==> src/rtl/uart_fifo_ctrl.sv <==
// Host-mapped UART with programmable divisor and word format, TX/RX FIFOs,
// sticky receive error flags and internal loopback on an 8-bit CS_n/WR_n bus.
module uart_fifo_ctrl_fifo #(
  parameter int W  = 8,
  parameter int AW = 4
) (
  input  logic         CLK,
  input  logic         RESET_n,
  input  logic         push,
  input  logic         pop,
  input  logic [W-1:0] wdata,
  output logic [W-1:0] rdata,
  output logic         empty,
  output logic         full
);
  logic [W-1:0] mem [0:(1<<AW)-1];
  logic [AW:0]  wp, rp;
  logic         do_push, do_pop;

  // Extra wrap bit distinguishes full from empty when the indices match.
  assign empty   = (wp == rp);
  assign full    = (wp[AW] != rp[AW]) && (wp[AW-1:0] == rp[AW-1:0]);
  assign do_push = push & ~full;
  assign do_pop  = pop & ~empty;
  assign rdata   = mem[rp[AW-1:0]];

  always_ff @(posedge CLK or negedge RESET_n) begin
    if (!RESET_n) begin
      wp <= '0;
      rp <= '0;
    end else begin
      if (do_push) wp <= wp + {{AW{1'b0}}, 1'b1};
      if (do_pop)  rp <= rp + {{AW{1'b0}}, 1'b1};
    end
  end

  always_ff @(posedge CLK) begin
    if (do_push) mem[wp[AW-1:0]] <= wdata;
  end
endmodule

module uart_fifo_ctrl #(
  parameter logic [15:0] DIV_RESET = 16'd5208,
  parameter int          DATA_BITS = 8,
  parameter int          FIFO_AW   = 4
) (
  input  logic       CLK,
  input  logic       RESET_n,
  input  logic       UART_RX,
  output logic       UART_TX,
  input  logic [2:0] ADDRESS,
  input  logic [7:0] DATA_IN,
  output logic [7:0] DATA_OUT,
  input  logic       CS_n,
  input  logic       WR_n,
  output logic       IRQ
);
  typedef enum logic [2:0] {S_IDLE, S_START, S_DATA, S_PARITY, S_STOP} state_t;
  localparam logic [3:0] LAST_BIT = 4'(DATA_BITS - 1);

  logic        cs_q, acc, wr, rd;
  logic [7:0]  ctrl;
  logic [15:0] div, eff_div;

  always_ff @(posedge CLK or negedge RESET_n) begin
    if (!RESET_n) cs_q <= 1'b1;
    else          cs_q <= CS_n;
  end
  assign acc     = cs_q & ~CS_n;
  assign wr      = acc & ~WR_n;
  assign rd      = acc & WR_n;
  assign eff_div = (div < 16'd4) ? 16'd4 : div;

  always_ff @(posedge CLK or negedge RESET_n) begin
    if (!RESET_n) begin
      ctrl <= 8'h00;
      div  <= DIV_RESET;
    end else if (wr) begin
      case (ADDRESS)
        3'd3:    ctrl       <= DATA_IN;
        3'd4:    div[7:0]   <= DATA_IN;
        3'd5:    div[15:8]  <= DATA_IN;
        default: ;
      endcase
    end
  end

  // ---------------- transmit ----------------
  state_t                tx_state, tx_nxt;
  logic                  tx_empty, tx_full, tx_load, tx_tick, tx_last_stop, tx_par_en, tx_line;
  logic [DATA_BITS-1:0]  tx_head, tx_sh;
  logic [15:0]           tx_cnt, tx_div;
  logic [3:0]            tx_bit;
  logic [1:0]            tx_par_mode;
  logic                  tx_stop2, tx_stop_n, tx_par;

  uart_fifo_ctrl_fifo #(.W(DATA_BITS), .AW(FIFO_AW)) u_tx_fifo (
    .CLK(CLK), .RESET_n(RESET_n),
    .push(wr && ADDRESS == 3'd2), .pop(tx_load),
    .wdata(DATA_IN[DATA_BITS-1:0]), .rdata(tx_head),
    .empty(tx_empty), .full(tx_full)
  );

  assign tx_tick      = (tx_cnt == tx_div - 16'd1);
  assign tx_par_en    = (tx_par_mode == 2'b01) || (tx_par_mode == 2'b10);
  assign tx_last_stop = tx_tick && (tx_stop_n == tx_stop2);
  // Reloading straight out of STOP keeps back-to-back frames gap-free.
  assign tx_load      = ~tx_empty && (tx_state == S_IDLE || (tx_state == S_STOP && tx_last_stop));

  always_ff @(posedge CLK or negedge RESET_n) begin
    if (!RESET_n) tx_state <= S_IDLE;
    else          tx_state <= tx_nxt;
  end

  always_comb begin
    tx_nxt = tx_state;
    case (tx_state)
      S_IDLE:   if (!tx_empty) tx_nxt = S_START;
      S_START:  if (tx_tick) tx_nxt = S_DATA;
      S_DATA:   if (tx_tick && tx_bit == LAST_BIT) tx_nxt = tx_par_en ? S_PARITY : S_STOP;
      S_PARITY: if (tx_tick) tx_nxt = S_STOP;
      S_STOP:   if (tx_last_stop) tx_nxt = tx_empty ? S_IDLE : S_START;
      default:  tx_nxt = S_IDLE;
    endcase
  end

  always_comb begin
    tx_line = 1'b1;
    case (tx_state)
      S_START:  tx_line = 1'b0;
      S_DATA:   tx_line = tx_sh[0];
      S_PARITY: tx_line = tx_par;
      default:  tx_line = 1'b1;
    endcase
  end

  always_ff @(posedge CLK or negedge RESET_n) begin
    if (!RESET_n) begin
      UART_TX     <= 1'b1;
      tx_cnt      <= 16'd0;
      tx_bit      <= 4'd0;
      tx_stop_n   <= 1'b0;
      tx_div      <= DIV_RESET;
      tx_par_mode <= 2'b00;
      tx_stop2    <= 1'b0;
    end else begin
      UART_TX <= tx_line;
      if (tx_load) begin
        tx_cnt      <= 16'd0;
        tx_bit      <= 4'd0;
        tx_stop_n   <= 1'b0;
        tx_div      <= eff_div;
        tx_par_mode <= ctrl[1:0];
        tx_stop2    <= ctrl[2];
      end else if (tx_state != S_IDLE) begin
        if (tx_tick) begin
          tx_cnt <= 16'd0;
          if (tx_state == S_DATA) tx_bit    <= tx_bit + 4'd1;
          if (tx_state == S_STOP) tx_stop_n <= 1'b1;
        end else begin
          tx_cnt <= tx_cnt + 16'd1;
        end
      end
    end
  end

  always_ff @(posedge CLK) begin
    if (tx_load) begin
      tx_sh  <= tx_head;
      tx_par <= (^tx_head) ^ (ctrl[1:0] == 2'b10);
    end else if (tx_state == S_DATA && tx_tick) begin
      tx_sh <= tx_sh >> 1;
    end
  end

  // ---------------- receive ----------------
  state_t                rx_state, rx_nxt;
  logic [2:0]            rx_sync;
  logic                  rx_s, rx_armed, rx_tick, rx_mid, rx_par_en, rx_par_s;
  logic [15:0]           rx_cnt, rx_div;
  logic [3:0]            rx_bit;
  logic [1:0]            rx_par_mode;
  logic [DATA_BITS-1:0]  rx_sh, rx_word_p1, rx_head;
  logic                  rx_push_p1, rx_ferr_p1, rx_perr_p1;
  logic                  rx_empty, rx_full;
  logic                  ovr, ferr, perr, st_clr;

  assign rx_s      = rx_sync[2];
  assign rx_tick   = (rx_cnt == rx_div - 16'd1);
  assign rx_mid    = (rx_cnt == (rx_div >> 1));
  assign rx_par_en = (rx_par_mode == 2'b01) || (rx_par_mode == 2'b10);

  always_ff @(posedge CLK or negedge RESET_n) begin
    if (!RESET_n) rx_state <= S_IDLE;
    else          rx_state <= rx_nxt;
  end

  always_comb begin
    rx_nxt = rx_state;
    case (rx_state)
      S_IDLE:   if (rx_armed && !rx_s) rx_nxt = S_START;
      S_START:  if (rx_mid) rx_nxt = rx_s ? S_IDLE : S_DATA;
      S_DATA:   if (rx_tick && rx_bit == LAST_BIT) rx_nxt = rx_par_en ? S_PARITY : S_STOP;
      S_PARITY: if (rx_tick) rx_nxt = S_STOP;
      S_STOP:   if (rx_tick) rx_nxt = S_IDLE;
      default:  rx_nxt = S_IDLE;
    endcase
  end

  // Config is re-latched every IDLE cycle, so the value held is the one seen on leaving IDLE.
  always_ff @(posedge CLK or negedge RESET_n) begin
    if (!RESET_n) begin
      rx_sync     <= 3'b111;
      rx_armed    <= 1'b0;
      rx_cnt      <= 16'd0;
      rx_bit      <= 4'd0;
      rx_div      <= DIV_RESET;
      rx_par_mode <= 2'b00;
      rx_push_p1  <= 1'b0;
      rx_ferr_p1  <= 1'b0;
      rx_perr_p1  <= 1'b0;
    end else begin
      rx_sync    <= {rx_sync[1:0], ctrl[3] ? UART_TX : UART_RX};
      rx_push_p1 <= (rx_state == S_STOP) && rx_tick;
      rx_ferr_p1 <= ~rx_s;
      rx_perr_p1 <= rx_par_en && (rx_par_s != ((^rx_sh) ^ (rx_par_mode == 2'b10)));
      case (rx_state)
        S_IDLE: begin
          if (rx_s) rx_armed <= 1'b1;
          rx_cnt      <= 16'd0;
          rx_bit      <= 4'd0;
          rx_div      <= eff_div;
          rx_par_mode <= ctrl[1:0];
        end
        S_START: rx_cnt <= rx_mid ? 16'd0 : rx_cnt + 16'd1;
        default: begin
          if (rx_tick) begin
            rx_cnt <= 16'd0;
            if (rx_state == S_DATA) rx_bit   <= rx_bit + 4'd1;
            if (rx_state == S_STOP) rx_armed <= 1'b0;
          end else begin
            rx_cnt <= rx_cnt + 16'd1;
          end
        end
      endcase
    end
  end

  always_ff @(posedge CLK) begin
    if (rx_state == S_DATA && rx_tick)   rx_sh    <= {rx_s, rx_sh[DATA_BITS-1:1]};
    if (rx_state == S_PARITY && rx_tick) rx_par_s <= rx_s;
    if (rx_state == S_STOP && rx_tick)   rx_word_p1 <= rx_sh;
  end

  // ---------------- push stage p1 ----------------
  uart_fifo_ctrl_fifo #(.W(DATA_BITS), .AW(FIFO_AW)) u_rx_fifo (
    .CLK(CLK), .RESET_n(RESET_n),
    .push(rx_push_p1), .pop(rd && ADDRESS == 3'd0),
    .wdata(rx_word_p1), .rdata(rx_head),
    .empty(rx_empty), .full(rx_full)
  );

  assign st_clr = rd && ADDRESS == 3'd1;

  always_ff @(posedge CLK or negedge RESET_n) begin
    if (!RESET_n) begin
      ovr  <= 1'b0;
      ferr <= 1'b0;
      perr <= 1'b0;
    end else begin
      ovr  <= (rx_push_p1 & rx_full)    | (ovr  & ~st_clr);
      ferr <= (rx_push_p1 & rx_ferr_p1) | (ferr & ~st_clr);
      perr <= (rx_push_p1 & rx_perr_p1) | (perr & ~st_clr);
    end
  end

  always_comb begin
    DATA_OUT = 8'h00;
    case (ADDRESS)
      3'd0: if (!rx_empty) DATA_OUT[DATA_BITS-1:0] = rx_head;
      3'd1: DATA_OUT = {1'b0, tx_empty, perr, ferr, ovr, tx_full,
                        (tx_state != S_IDLE) | ~tx_empty, ~rx_empty};
      3'd3: DATA_OUT = ctrl;
      3'd4: DATA_OUT = div[7:0];
      3'd5: DATA_OUT = div[15:8];
      default: DATA_OUT = 8'h00;
    endcase
  end

  assign IRQ = (~rx_empty & ctrl[4]) | (tx_empty & ctrl[5]);
endmodule

==> config.mk <==
export PLATFORM = sky130hd
export DESIGN_NAME = uart_fifo_ctrl
export DESIGN_NICKNAME = d
export VERILOG_FILES = /design/src/rtl/uart_fifo_ctrl.sv
export SDC_FILE = /design/constraint.sdc
export NUM_CORES = 1
export LEC_CHECK = 0
export ABC_AREA = 1
export BUFFER_PORTS_ARGS = -buffer_cell sky130_fd_sc_hd__buf_2
export CORE_UTILIZATION = 63
export DETAILED_ROUTE_END_ITERATION = 6
export PLACE_DENSITY = 0.9
export SYNTH_ARGS = -nofsm -noshare
export SYNTH_HDL_FRONTEND = slang
export SYNTH_SLANG_ARGS = --single-unit
==> constraint.sdc <==
create_clock -name CLK -period 2.85 [get_ports CLK]
set_clock_uncertainty 0.15 [all_clocks]
set_input_delay 0.4275 -clock CLK [delete_from_list [all_inputs] [get_ports CLK]]
set_output_delay 0.4275 -clock CLK [all_outputs]
set_load 0.005 [all_outputs]
==> impl_metrics.yaml <==
power:
  vdd_drop_max_v: 0.000600
  p_leak_uw: 0.00909
  powerDensity_nw_per_um2: 1020
sta:
  hold_viol: 0
  worstMarginPinSlew_ns: 0.685
  finalWorstSetupSlack_ns: -0.586
  relSlewSlack: 0.541
  timing.final.max_slew_violations: 0
  setup_tns_ns: -2.27
  rsz0062_at_grt: "true"
  holdWs_ns: 0.138
  period_needed_ns: 3.44
  timing.final.setup_violations: 16
  post-route-period-util: 1.21
  fmax_ghz: 0.291
synth:
  syn_nets: 2042
  ys_seq_elements: 422
  yosysUniqueCellTypes: 53
  synth_top_area_share: 0.428
  ys_warn_count: 0
  synthFlopType: "edfxtp_1"
  seq_area_frac_synth: 0.606
  synth.top_cells.by_area: "edfxtp_1 43%, dfrtp_1 15%, nand2_1 8.9%"
  syn_avg_cell_area_um2: 9.85
  synthesis.area_um2: 19800
  yosys.area.top_type: "edfxtp_1"
  synthTopCellsByCount: "470 x nand2_1, 282 x edfxtp_1, 269 x nor2_1, 160 x inv_1, 138 x o21ai_0"
  synthArstFlopShare: 0.332
  synth_edf_count: 282
  yosysMostFrequentCell: "nand2_1"
  synthCells: 2009
placed_design:
  preCtsSetupSlack_ns: -0.0775
  dp_hpwl_mm: 31.7
  gp_congestion: 0.956
  dp_cells: 2406
  io_buffers: 25
layout:
  multiInputGateArea_um2: 7150
  layout.cells.non_filler: 2500
  n_fill_cell: 1880
  drive_above_1_share: 0.142
  postLayoutCoreUtil: 0.730
  regArea_um2: 12000
  syn_to_final_growth_pct: 13.4
  fin_nets: 2105
  num_antenna_cells: 0
setup_path:
  regToRegSetupSlack_ns: -0.01
  critPathCaptureType: "primary output"
  critPathLaunchType: "register"
  critPathRequiredTime_ns: 2.27
  worstReg2RegEnd: "tx_sh[4]$_DFFE_PP_"
  crit_arrival_ns: 2.86
  r2r-start: "tx_div[0]$_DFFE_PN0N_"
  r2r_cells: 14
  cp_max_fo: 33
  critical_path_class: "register to primary output"
routing:
  drt-total-wl_mm: 54.3
  route.detailed.drc: 3
  vias: 16000
  routed_via_density: 6.38
  firstDrtPassIters: 7
  first_iter_violations: 2448
  ant_nets: 0
  wl_per_cell_um: 21.7
clock_tree:
  clock_path_buffers: 3
  cts.clk_slew.worst_paths_ns: 0.07
  cts_tree: "done"
  clock_latency_ns: 0.59
  cts_buffers: 41
  cts_root_buf: "clkbuf_16"
  cts_max_level: 2
  cts.sinks: 422
status:
  violations: "design-rule violations, negative setup slack"
  outcome: "finished, violations left"
floorplanning:
  start_util: 0.644
  die_w_um: 179
  die_h_um: 179
  core.rowCount: 64
  die_area_um2: 32100
  core_area_um2: 30700
  ioPinCount: 26
grt:
  track_usage: 0.331
  grt_pass1_wl_mm: 80.8
  grt_max_degree: 66
  grt_overflow: 0
  antenna_found_initial: 0
  grt_pass1_vias: 15100
worst_hold_path:
  hold_end: "u_tx_fifo.mem[14][3]$_DFFE_PP_"
  hold_start: "DATA_IN[3]"
  hold_class: "input pin to register"
  min_delay_path_depth: 1
run:
  cap_viol_max_count: 0
-- cells in the final DEF (no fill, tap or decap), drive strengths merged, types with 14 or more instances in the layout --
| master | instances |
|---|---|
| nand2 | 477 |
| nor2 | 280 |
| dfrtp | 120 |
| o32ai | 19 |
| a21oi | 59 |
| clkinv | 18 |
| o211ai | 18 |
| ha | 17 |
| xnor2 | 31 |
| nand3 | 98 |
| o221ai | 14 |
| nor3 | 16 |
| clkbuf | 52 |
| edfxtp | 282 |
| o21ai | 169 |
| dfstp | 20 |
| xor2 | 59 |
| nand4 | 31 |
| inv | 167 |
| buf | 87 |
-- per-layer routing --
metal | wire [um] | global-route usage | vias to the layer above | part of all wire
met2 | 25500 | 0.539 | 1293 | 0.47
met3 | 6240 | 0.0751 | 353 | 0.12
li1 | - | - | 6919 | -
met4 | 3600 | 0.165 | 0 | 0.066
met5 | 0 | 0 | - | 0
met1 | 18900 | 0.416 | 7396 | 0.35
-- logic make-up after synthesis --
kind of cell,after synthesis,synth area share
muxes,14,0.00714
and+or+nand+nor,920,0.193
buffers and inverters,240,0.0495
xor gates and xnor gates,92,0.0421
adders and majority gates,17,0.0107
DFF,422,0.606
AOI/OAI and AO/OA,304,0.0917
-- how the worst max path moves through the flow --
stage	from	endpoint	depth (start not counted)
final	u_rx_fifo.rp[0]$_DFFE_PN0P_	DATA_OUT[0]	8
after global routing	u_rx_fifo.rp[0]$_DFFE_PN0P_	DATA_OUT[0]	10
after CTS	u_rx_fifo.rp[0]$_DFFE_PN0P_	DATA_OUT[2]	8
after detailed placement	tx_div[0]$_DFFE_PN0N_	tx_cnt[0]$_DFFE_PN0P_	15
after global placement	rx_div[0]$_DFFE_PN0P_	rx_cnt[8]$_DFF_PN0_	13
after floorplan	rx_div[0]$_DFFE_PN0P_	rx_word_p1[0]$_DFFE_PP_	11
-- repair_timing --
item	4_1_cts	5_1_grt
hold buffers	3	0
cloned	2	2
hold endpoints to repair	51	0
setup buffers	2	10
setup endpoints to repair	37	359
gates resized for setup	28	76
pin swaps	2	15
-- sequential cells by signal, indices dropped and copies added, names as in the netlist, 8 cells and up --
| signal | count |
|---|---|
| rx_word_p1 | 8 |
| u_tx_fifo.mem | 128 |
| tx_sh | 8 |
| div | 16 |
| ctrl | 8 |
| rx_cnt | 16 |
| tx_div | 16 |
| u_rx_fifo.mem | 128 |
| tx_cnt | 16 |
| rx_div | 16 |
| rx_sh | 8 |
-- area by class of cell --
| class | count | share of cell area |
|---|---|---|
| Multi-Input combinational cell | 1347 | 0.318 |
| Clock buffer | 50 | 0.0472 |
| Timing Repair Buffer | 93 | 0.0372 |
| Sequential cell | 422 | 0.535 |
| Tap cell | 396 | 0.0221 |
| Clock inverter | 25 | 0.0125 |
| Inverter | 167 | 0.0282 |
-- report_power, final --
part | switching [uW] | leakage, uW | internal, uW | total [uW]
Clock | 2420 | 0.000644 | 3060 | 5480
Combinational | 6170 | 0.00413 | 3180 | 9350
Sequential | 821 | 0.00432 | 7260 | 8080
-- metrics by stage --
stage / total power (uW) / cell area [um2]
after floorplan: 13900 / 19800
after global placement: 15600 / 20500
after detailed placement: 16000 / 20500
after CTS: 21800 / 22100
after global routing: 24000 / 22500
final: 22900 / 22500
-- worst max-delay path, stage by stage, from the launching register on --
cell and delay (ns):
dfrtp_2 0.47, buf_12 0.21, o21ai_0 0.53, o32ai_2 0.26, nand2_1 0.17, nand3_2 0.13, nand2_1 0.12, o211ai_1 0.18
buf_2 0.19
Power figures use the tool's default switching activity.
